--- config.mk ---
export PLATFORM = sky130hd
export DESIGN_NAME = select_sort_engine
export DESIGN_NICKNAME = d
export VERILOG_FILES = /design/src/rtl/sort_pkg.sv /design/src/rtl/step_timer.sv /design/src/rtl/select_sort_engine.sv
export SDC_FILE = /design/constraint.sdc
export NUM_CORES = 1
export LEC_CHECK = 0
export CORE_ASPECT_RATIO = 0.7
export CORE_MARGIN = 2
export CORE_UTILIZATION = 55
export DETAILED_ROUTE_END_ITERATION = 6
export GPL_ROUTABILITY_DRIVEN = 0
export MAX_ROUTING_LAYER = met4
export PLACE_DENSITY = 0.83
export REMOVE_ABC_BUFFERS = 1
export SLEW_MARGIN = 20
export SYNTH_ARGS = -nofsm -noshare
export SYNTH_HDL_FRONTEND = slang
export SYNTH_SLANG_ARGS = --single-unit
--- constraint.sdc ---
create_clock -name clk -period 4.2 [get_ports clk]
set_input_delay 1.05 -clock clk [delete_from_list [all_inputs] [get_ports clk]]
set_output_delay 1.05 -clock clk [all_outputs]
set_load 0.005 [all_outputs]
--- src/rtl/sort_pkg.sv ---
// Shared types and constants for the selection-sort visualiser engine.
package sort_pkg;

  localparam int unsigned SwapCntW = 8;

  typedef enum logic [1:0] {
    StIdle,
    StScan,
    StSwap,
    StDone
  } sort_state_e;

endpackage

--- src/rtl/step_timer.sv ---
// Step tick generator: free-running divider in auto mode, pass-through of step otherwise.
module step_timer #(
  parameter int unsigned DELAY = 50000000
) (
  input  logic clk,
  input  logic reset,
  input  logic clear,
  input  logic auto_run,
  input  logic step,
  output logic tick
);

  localparam int unsigned CntW = (DELAY > 1) ? $clog2(DELAY) : 1;
  localparam logic [CntW-1:0] CntMax = CntW'(DELAY - 1);

  logic [CntW-1:0] cnt_q, cnt_d;
  logic            at_max;

  assign at_max = (cnt_q == CntMax);
  assign tick   = auto_run ? at_max : step;

  // The count is held (not cleared) while in step mode so auto mode resumes in phase.
  always_comb begin
    cnt_d = cnt_q;
    if (clear) begin
      cnt_d = '0;
    end else if (auto_run) begin
      cnt_d = at_max ? '0 : cnt_q + CntW'(1);
    end
  end

  always_ff @(posedge clk) begin
    if (reset) begin
      cnt_q <= '0;
    end else begin
      cnt_q <= cnt_d;
    end
  end

endmodule

--- src/rtl/select_sort_engine.sv ---
// Selection sort over N bars, one compare or exchange per tick, with display indices.
module select_sort_engine
  import sort_pkg::*;
#(
  parameter int unsigned N     = 5,
  parameter int unsigned W     = 7,
  parameter int unsigned DELAY = 50000000,
  parameter int unsigned IW    = $clog2(N)
) (
  input  logic                clk,
  input  logic                reset,
  input  logic                load,
  input  logic [N*W-1:0]      in_data,
  input  logic                start,
  input  logic                desc,
  input  logic                auto_run,
  input  logic                step,
  output logic [N*W-1:0]      heights,
  output logic [IW-1:0]       cur_i,
  output logic [IW-1:0]       cur_j,
  output logic [IW-1:0]       min_idx,
  output logic                busy,
  output logic                done,
  output logic                swap_pulse,
  output logic [SwapCntW-1:0] swap_count
);

  sort_state_e         state_q, state_d;
  logic [W-1:0]        heights_q [N];
  logic [W-1:0]        heights_d [N];
  logic [IW-1:0]       cur_i_q, cur_i_d, cur_j_q, cur_j_d, min_idx_q, min_idx_d;
  logic [SwapCntW-1:0] swap_count_q, swap_count_d;
  logic                desc_q, desc_d, busy_q, busy_d, done_q, done_d;
  logic                swap_pulse_q, swap_pulse_d;
  logic                tick, accept_start, better;
  logic [W-1:0]        h_j, h_min;

  assign accept_start = ((state_q == StIdle) || (state_q == StDone)) && start && !load;

  step_timer #(
    .DELAY(DELAY)
  ) u_step_timer (
    .clk     (clk),
    .reset   (reset),
    .clear   (accept_start),
    .auto_run(auto_run),
    .step    (step),
    .tick    (tick)
  );

  assign h_j    = heights_q[cur_j_q];
  assign h_min  = heights_q[min_idx_q];
  // Strict comparisons keep the first of equal keys as the running extreme.
  assign better = desc_q ? (h_j > h_min) : (h_j < h_min);

  always_comb begin
    state_d      = state_q;
    heights_d    = heights_q;
    cur_i_d      = cur_i_q;
    cur_j_d      = cur_j_q;
    min_idx_d    = min_idx_q;
    swap_count_d = swap_count_q;
    desc_d       = desc_q;
    swap_pulse_d = 1'b0;
    unique case (state_q)
      StIdle, StDone: begin
        if (load) begin
          for (int k = 0; k < N; k++) heights_d[k] = in_data[k*W +: W];
          state_d = StIdle;
        end else if (start) begin
          state_d      = StScan;
          cur_i_d      = '0;
          min_idx_d    = '0;
          cur_j_d      = IW'(1);
          swap_count_d = '0;
          desc_d       = desc;
        end
      end
      StScan: begin
        if (tick) begin
          if (better) min_idx_d = cur_j_q;
          if (cur_j_q == IW'(N - 1)) state_d = StSwap;
          else                       cur_j_d = cur_j_q + IW'(1);
        end
      end
      StSwap: begin
        if (tick) begin
          if (min_idx_q != cur_i_q) begin
            heights_d[cur_i_q]   = heights_q[min_idx_q];
            heights_d[min_idx_q] = heights_q[cur_i_q];
            swap_pulse_d         = 1'b1;
            if (swap_count_q != '1) swap_count_d = swap_count_q + SwapCntW'(1);
          end
          if (cur_i_q == IW'(N - 2)) begin
            state_d = StDone;
          end else begin
            cur_i_d   = cur_i_q + IW'(1);
            min_idx_d = cur_i_q + IW'(1);
            cur_j_d   = cur_i_q + IW'(2);
            state_d   = StScan;
          end
        end
      end
      default: state_d = StIdle;
    endcase
    busy_d = (state_d == StScan) || (state_d == StSwap);
    done_d = (state_d == StDone);
  end

  always_ff @(posedge clk) begin
    if (reset) begin
      state_q      <= StIdle;
      for (int k = 0; k < N; k++) heights_q[k] <= '0;
      cur_i_q      <= '0;
      cur_j_q      <= '0;
      min_idx_q    <= '0;
      swap_count_q <= '0;
      desc_q       <= 1'b0;
      busy_q       <= 1'b0;
      done_q       <= 1'b0;
      swap_pulse_q <= 1'b0;
    end else begin
      state_q      <= state_d;
      heights_q    <= heights_d;
      cur_i_q      <= cur_i_d;
      cur_j_q      <= cur_j_d;
      min_idx_q    <= min_idx_d;
      swap_count_q <= swap_count_d;
      desc_q       <= desc_d;
      busy_q       <= busy_d;
      done_q       <= done_d;
      swap_pulse_q <= swap_pulse_d;
    end
  end

  always_comb begin
    heights = '0;
    for (int k = 0; k < N; k++) heights[k*W +: W] = heights_q[k];
  end

  assign cur_i      = cur_i_q;
  assign cur_j      = cur_j_q;
  assign min_idx    = min_idx_q;
  assign busy       = busy_q;
  assign done       = done_q;
  assign swap_pulse = swap_pulse_q;
  assign swap_count = swap_count_q;

endmodule

# Word-level counts from Yosys, hierarchy flattened
# Cells that the tools add are included.
# totals
wordCells,123
register_bits,84
output_inout_bits,55
# classes
n_bitwise,6
reduce_logical,18
n_eq_ne,21
n_addsub,5
n_lt_le_gt_ge,7
mux,51
# ops
op,n
two-way mux 35 bit,3
bitwise mux 35 bit,2
one-hot mux 35 bit (2 select lines),1
binary-select mux 7 bit (select 3 bit),3
two-way mux 7 bit,8
demux 7 bit (select 3 bit),2
two-way mux 8 bit,5
two-way mux 3 bit,12
adder 26 x 1 -> 26 bit (second input constant),1
== test 26 bit (second input constant),1
two-way mux 26 bit,1
inequality test 2 bit (second input constant),10
one-hot mux 3 bit (3 select lines),2
AND reduction 6 bit,3
one-hot mux 8 bit (2 select lines),1
greater-or-equal comparator 4 bit (second input constant),3
two-way mux 2 bit,6
inverter 3 -> 4 bit,3
adder 8 x 1 -> 8 bit (second input constant),1
== test 2 bit (second input constant),4
< comparator 4 x 1 -> 1 bit (second input constant),2
inequality test 8 bit (second input constant),1
greater-than comparator 7 bit,1
< comparator 7 bit,1
20 further kinds,31

# Depth between registers and ports, before layout
# logic_depth
ltp_word,10
ltp_mapped,13
depth_no_buf,12

# By module
# A second synthesis with hierarchy kept.
# unflattened
cells_unflattened,633
area_unflattened_um2,5512.8
# by_module_without_submodules
module,area_each_um2,cells_per_inst,instances
select_sort_engine,4185.3,485,1
step_timer,1327.5,148,1

# Worst setup path before layout
# OpenSTA, ideal clock, no wires.
# synth_path
path_kind,register to register
startpoint,register min_idx_q[1] (netlist: min_idx[1])
endpoint,register min_idx_q[0] (netlist: min_idx[0])
path_stages_with_launch,14
setup_slack_ps,1283
t_arrival_ps,2822
path_buffers,2
path_cell_list,dfxtp_1 clkbuf_1 buf_2 mux2_2 a22oi_1 o22a_1 inv_1 ha_1 nand3b_1 a21oi_1 o21ba_2 o211ai_1 and2_4 o41ai_2
# synth_between
elab_chain_len,8
# synth_lines
item,line,source
start: declaration,select_sort_engine.sv:31,"logic [IW-1:0] cur_i_q, cur_i_d, cur_j_q, cur_j_d, min_idx_q, min_idx_d;"
start signal: assignment,select_sort_engine.sv:127,min_idx_q <= min_idx_d;
inverter 3 -> 4 bit (not written as such) *,select_sort_engine.sv:52,assign h_min = heights_q[min_idx_q];
binary-select mux 7 bit (select 3 bit) *,select_sort_engine.sv:52,
two-way mux 7 bit (not written as such) * (2 in series),select_sort_engine.sv:52,
< comparator 7 bit or greater-than comparator 7 bit (tied branches),select_sort_engine.sv:54,assign better = desc_q ? (h_j > h_min) : (h_j < h_min);
two-way mux 1 bit *,select_sort_engine.sv:54,
inequality test 2 bit (no source line) *,--,
AND reduction 6 bit (no source line) *,--,
# Mark *: on every way between the ends. The rest lies on a longest branch, timed or not. The select of a mux whose other input is x is not followed.
# A chain may end at the register's enable or synchronous reset.

# Worst setup path in the final report
# Same ends and word-level chain as after synthesis.

==> flow_results.xml <==
<?xml version="1.0" encoding="UTF-8"?>
<metrics>
  <group name="run_status">
    <metric name="run_status" unit="">finished clean</metric>
  </group>
  <group name="synth">
    <metric name="post_synth_num_cell_types" unit="">65</metric>
    <metric name="synth-warning-count" unit="">0</metric>
    <metric name="synth_edf_count" unit="">0</metric>
    <metric name="synth.top_cells.by_count" unit="">nor2_1 (94), dfxtp_1 (84), a21oi_1 (49)</metric>
    <metric name="synthesis.area" unit="µm²">5490</metric>
    <metric name="netlist.top_cell.by_area" unit="">dfxtp_1</metric>
    <metric name="postSynthRegisterBits" unit="">84</metric>
    <metric name="synth_seq_area_share" unit="">0.306</metric>
    <metric name="synthDominantCellAreaShare" unit="">0.306</metric>
    <metric name="synth.most_common_cell" unit="">nor2_1</metric>
    <metric name="postSynthCellCount" unit="">677</metric>
    <metric name="yosys_most_used_dff" unit="">dfxtp_1</metric>
    <metric name="avgSynthCellArea" unit="µm²">8.11</metric>
    <metric name="synth_area_leaders" unit="">dfxtp_1 (31%), nor2_1 (6.4%), mux2i_1 (5.7%)</metric>
    <metric name="async_flop_share" unit="">0</metric>
  </group>
  <group name="worst_setup_path">
    <metric name="number_of_cells_on_the_worst_reg_to_reg_path" unit="">10</metric>
    <metric name="cpMaxStageDelayCell" unit="">dfxtp_1</metric>
    <metric name="crit-reg2reg-capture" unit="">min_idx[0]</metric>
    <metric name="timing.critical_path.to" unit="">min_idx[0]</metric>
    <metric name="required" unit="ns">4.44</metric>
    <metric name="regToRegStartpoint" unit="">min_idx[1]</metric>
    <metric name="cpPeakStageDelay" unit="ns">0.88</metric>
    <metric name="setup.worst_path.start_class" unit="">flip-flop</metric>
    <metric name="cells_along_the_critical_path" unit="">nor2b_1 -&gt; a22oi_1 -&gt; o22a_1 -&gt; ha_1 -&gt; a41oi_1 -&gt; o21ai_0 -&gt; nor3_1 -&gt; o211ai_1 -&gt; and2_4 -&gt; o41ai_2</metric>
    <metric name="critPathMaxFanout" unit="">21</metric>
    <metric name="arrival" unit="ns">3.88</metric>
    <metric name="worstSetupStartpoint" unit="">min_idx[1]</metric>
    <metric name="critical_path.endpoint_type" unit="">flip-flop</metric>
    <metric name="type_of_the_worst_setup_path" unit="">flip-flop to flip-flop</metric>
    <metric name="reg2reg_setup_slack" unit="ns">0.56</metric>
  </group>
  <group name="cts">
    <metric name="worst_setup_hold_path_clk_slew" unit="ns">0.07</metric>
    <metric name="root_buffer" unit="">clkbuf_16</metric>
    <metric name="cts_inserted_buffers" unit="">9</metric>
    <metric name="cts_setup_buffers" unit="">0</metric>
    <metric name="cts_hold_buf" unit="">0</metric>
    <metric name="clock_path_buffers" unit="">2</metric>
    <metric name="htreeDepth" unit="">3</metric>
    <metric name="cts_resized" unit="">0</metric>
    <metric name="clock_insertion_delay_worst_skew" unit="ns">0.35</metric>
    <metric name="cts.sink_count" unit="">84</metric>
    <metric name="cts_tree" unit="">yes</metric>
  </group>
  <group name="timing">
    <metric name="finalMaxSlewViolations" unit="">0</metric>
    <metric name="finalClockSkew" unit="ns">0.00815</metric>
    <metric name="timing.fmax" unit="GHz">0.275</metric>
    <metric name="worst_pin_slew" unit="ns">1.03</metric>
    <metric name="grt_setup_unrepaired" unit="">false</metric>
    <metric name="final_min_period_over_clock_period" unit="">0.867</metric>
    <metric name="timing.setup.tns" unit="ns">0</metric>
    <metric name="post_route_worst_setup_slack" unit="ns">0.558</metric>
    <metric name="max-slew-margin-rel" unit="">0.313</metric>
    <metric name="worst_hold_slack" unit="ns">0.505</metric>
    <metric name="hold_violations" unit="">0</metric>
    <metric name="timing.final.setup_violations" unit="">0</metric>
    <metric name="finalCriticalPeriod" unit="ns">3.64</metric>
  </group>
  <group name="detailed_routing">
    <metric name="totalWireLength" unit="mm">16.5</metric>
    <metric name="drcViolationCount" unit="">0</metric>
    <metric name="vias" unit="">5629</metric>
    <metric name="drt_pre_antenna_iters" unit="">5</metric>
    <metric name="drt-wirelength-per-cell" unit="µm">18.8</metric>
    <metric name="detail-route-antenna-nets" unit="">0</metric>
    <metric name="vias_per_cell" unit="">6.38</metric>
    <metric name="dr.first_iter.drc_count" unit="">576</metric>
  </group>
  <group name="grt">
    <metric name="globalRouteTotalUtil" unit="">0.312</metric>
    <metric name="first_pass_grt_wire_length" unit="mm">25.6</metric>
    <metric name="grt_start_max_net_pins" unit="">35</metric>
    <metric name="grt_antenna_before_repair" unit="">0</metric>
    <metric name="grt.overflow.total" unit="">0</metric>
    <metric name="number_of_global_route_vias_before_repair" unit="">5032</metric>
  </group>
  <group name="placement">
    <metric name="hpwl" unit="mm">12.0</metric>
    <metric name="dp_worst_setup_slack" unit="ns">0.521</metric>
    <metric name="buffer_ports.inserted" unit="">96</metric>
  </group>
  <group name="min_path">
    <metric name="holdCritStartpoint" unit="">swap_count[1]</metric>
    <metric name="hp-class" unit="">flip-flop to flip-flop</metric>
  </group>
  <group name="die">
    <metric name="floorplan.die_area" unit="µm²">10800</metric>
    <metric name="effective_utilization_at_floorplan" unit="">0.567</metric>
    <metric name="chipHeight" unit="µm">87.6</metric>
    <metric name="boundary_pin_count" unit="">97</metric>
    <metric name="placementRows" unit="">30</metric>
    <metric name="core_footprint" unit="µm²">9680</metric>
    <metric name="die_x" unit="µm">123</metric>
  </group>
  <group name="final_layout">
    <metric name="multiInputGateArea" unit="µm²">3550</metric>
    <metric name="final_layout_size_suffix_gt1_frac" unit="">0.0782</metric>
    <metric name="area_growth" unit="%">23.5</metric>
    <metric name="antennaDiodeCount" unit="">0</metric>
    <metric name="num-nets-final" unit="">811</metric>
    <metric name="seqCellArea" unit="µm²">1680</metric>
    <metric name="fillCellCount" unit="">751</metric>
  </group>
  <group name="pwr">
    <metric name="p_leak" unit="nW">2.26</metric>
    <metric name="irDropWorstVdd" unit="V">0.000188</metric>
    <metric name="post-layout-total-power" unit="mW">1.97</metric>
    <metric name="power_per_cell_area" unit="nW/µm²">290</metric>
  </group>
  <group name="run">
    <metric name="max_cap_violations" unit="">0</metric>
  </group>
</metrics>
==> routing by layer <==
metal,share of wire,vias to the layer above,GRT usage
li1,-,2659,-
met1,0.46,2623,0.451
met2,0.41,315,0.422
met3,0.11,32,0.0866
met4,0.014,0,0.0795
met5,0,-,-
==> kinds of logic (layout without fill, tap and decap cells) <==
| kind of cell | after synthesis | in the layout | synth area share |
|---|---|---|---|
| buf+inv | 65 | 142 | 0.0481 |
| simple gates | 225 | 225 | 0.208 |
| xor+xnor | 29 | 29 | 0.0463 |
| compound gates | 217 | 217 | 0.277 |
| mux | 37 | 37 | 0.0688 |
| fa+ha+maj | 20 | 20 | 0.0456 |
| flops | 84 | 84 | 0.306 |
==> through the flow <==
stage,utilization,instance area (µm²),cells
finish,0.700,6780,882
global route,0.700,6780,882
CTS,0.700,6780,882
detailed placement,0.671,6500,866
global placement,0.671,6500,866
floorplan,-,5300,630
==> power breakdown <==
part / internal (mW) / total [mW] / leakage (nW) / switching (mW)
clock network: 0.408 / 0.759 / 0.133 / 0.351
logic: 0.167 / 0.328 / 1.44 / 0.161
registers: 0.827 / 0.880 / 0.686 / 0.0529
==> worst max-delay path, delay by kind of cell (launching register included) <==
family,cells,cell delay [ns]
flops,1,0.88
fa+ha+maj,1,0.39
compound gates,6,1.32
simple gates,3,0.95
==> worst min-delay path by stage <==
| stage | endpoint | slack [ns] | depth (start not counted) |
|---|---|---|---|
| 3_3_place_gp | desc_q | 0.49 | 2 |
| 4_1_cts | desc_q | 0.51 | 2 |
| 6_report | swap_count[1] | 0.50 | 2 |
| 2_1_floorplan | desc_q | 0.44 | 2 |
| 5_1_grt | swap_count[1] | 0.52 | 2 |
| 3_5_place_dp | desc_q | 0.50 | 2 |
==> cell type report <==
cell class / instances / area share
Inverter: 18 / 0.00996
Clock buffer: 9 / 0.0332
Timing Repair Buffer: 108 / 0.154
Sequential cell: 84 / 0.248
Multi-Input combinational cell: 528 / 0.523
Tap cell: 128 / 0.0236
Clock inverter: 7 / 0.00812
==> registers in the layout, indices dropped and copies added (netlist names) <==
register / count
heights: 35
u_step_timer.cnt_q: 26
swap_count: 8
cur_i: 3
cur_j: 3
min_idx: 3
state_q: 2
busy: 1
desc_q: 1
done: 1
swap_pulse: 1
==> placed cells by master, fill, tap and decap left out, types with 6 or more instances in the layout <==
cell / n
clkbuf_16: 9
nor3_1: 6
ha_1: 20
inv_1: 18
nand2_1: 39
o21ai_0: 29
nand4_1: 7
nand3_1: 19
nand2b_1: 6
o22a_1: 11
dfxtp_1: 84
mux2_2: 6
nor2b_1: 12
a22oi_1: 19
mux2i_1: 31
o22ai_1: 39
xor2_1: 14
a21oi_1: 49
clkdlybuf4s50_1: 95
a311oi_1: 6
nand3b_1: 8
xnor2_1: 15
buf_4: 12
nor2_1: 94
a211oi_1: 27
No activity file was read; power rests on OpenSTA's default activity.
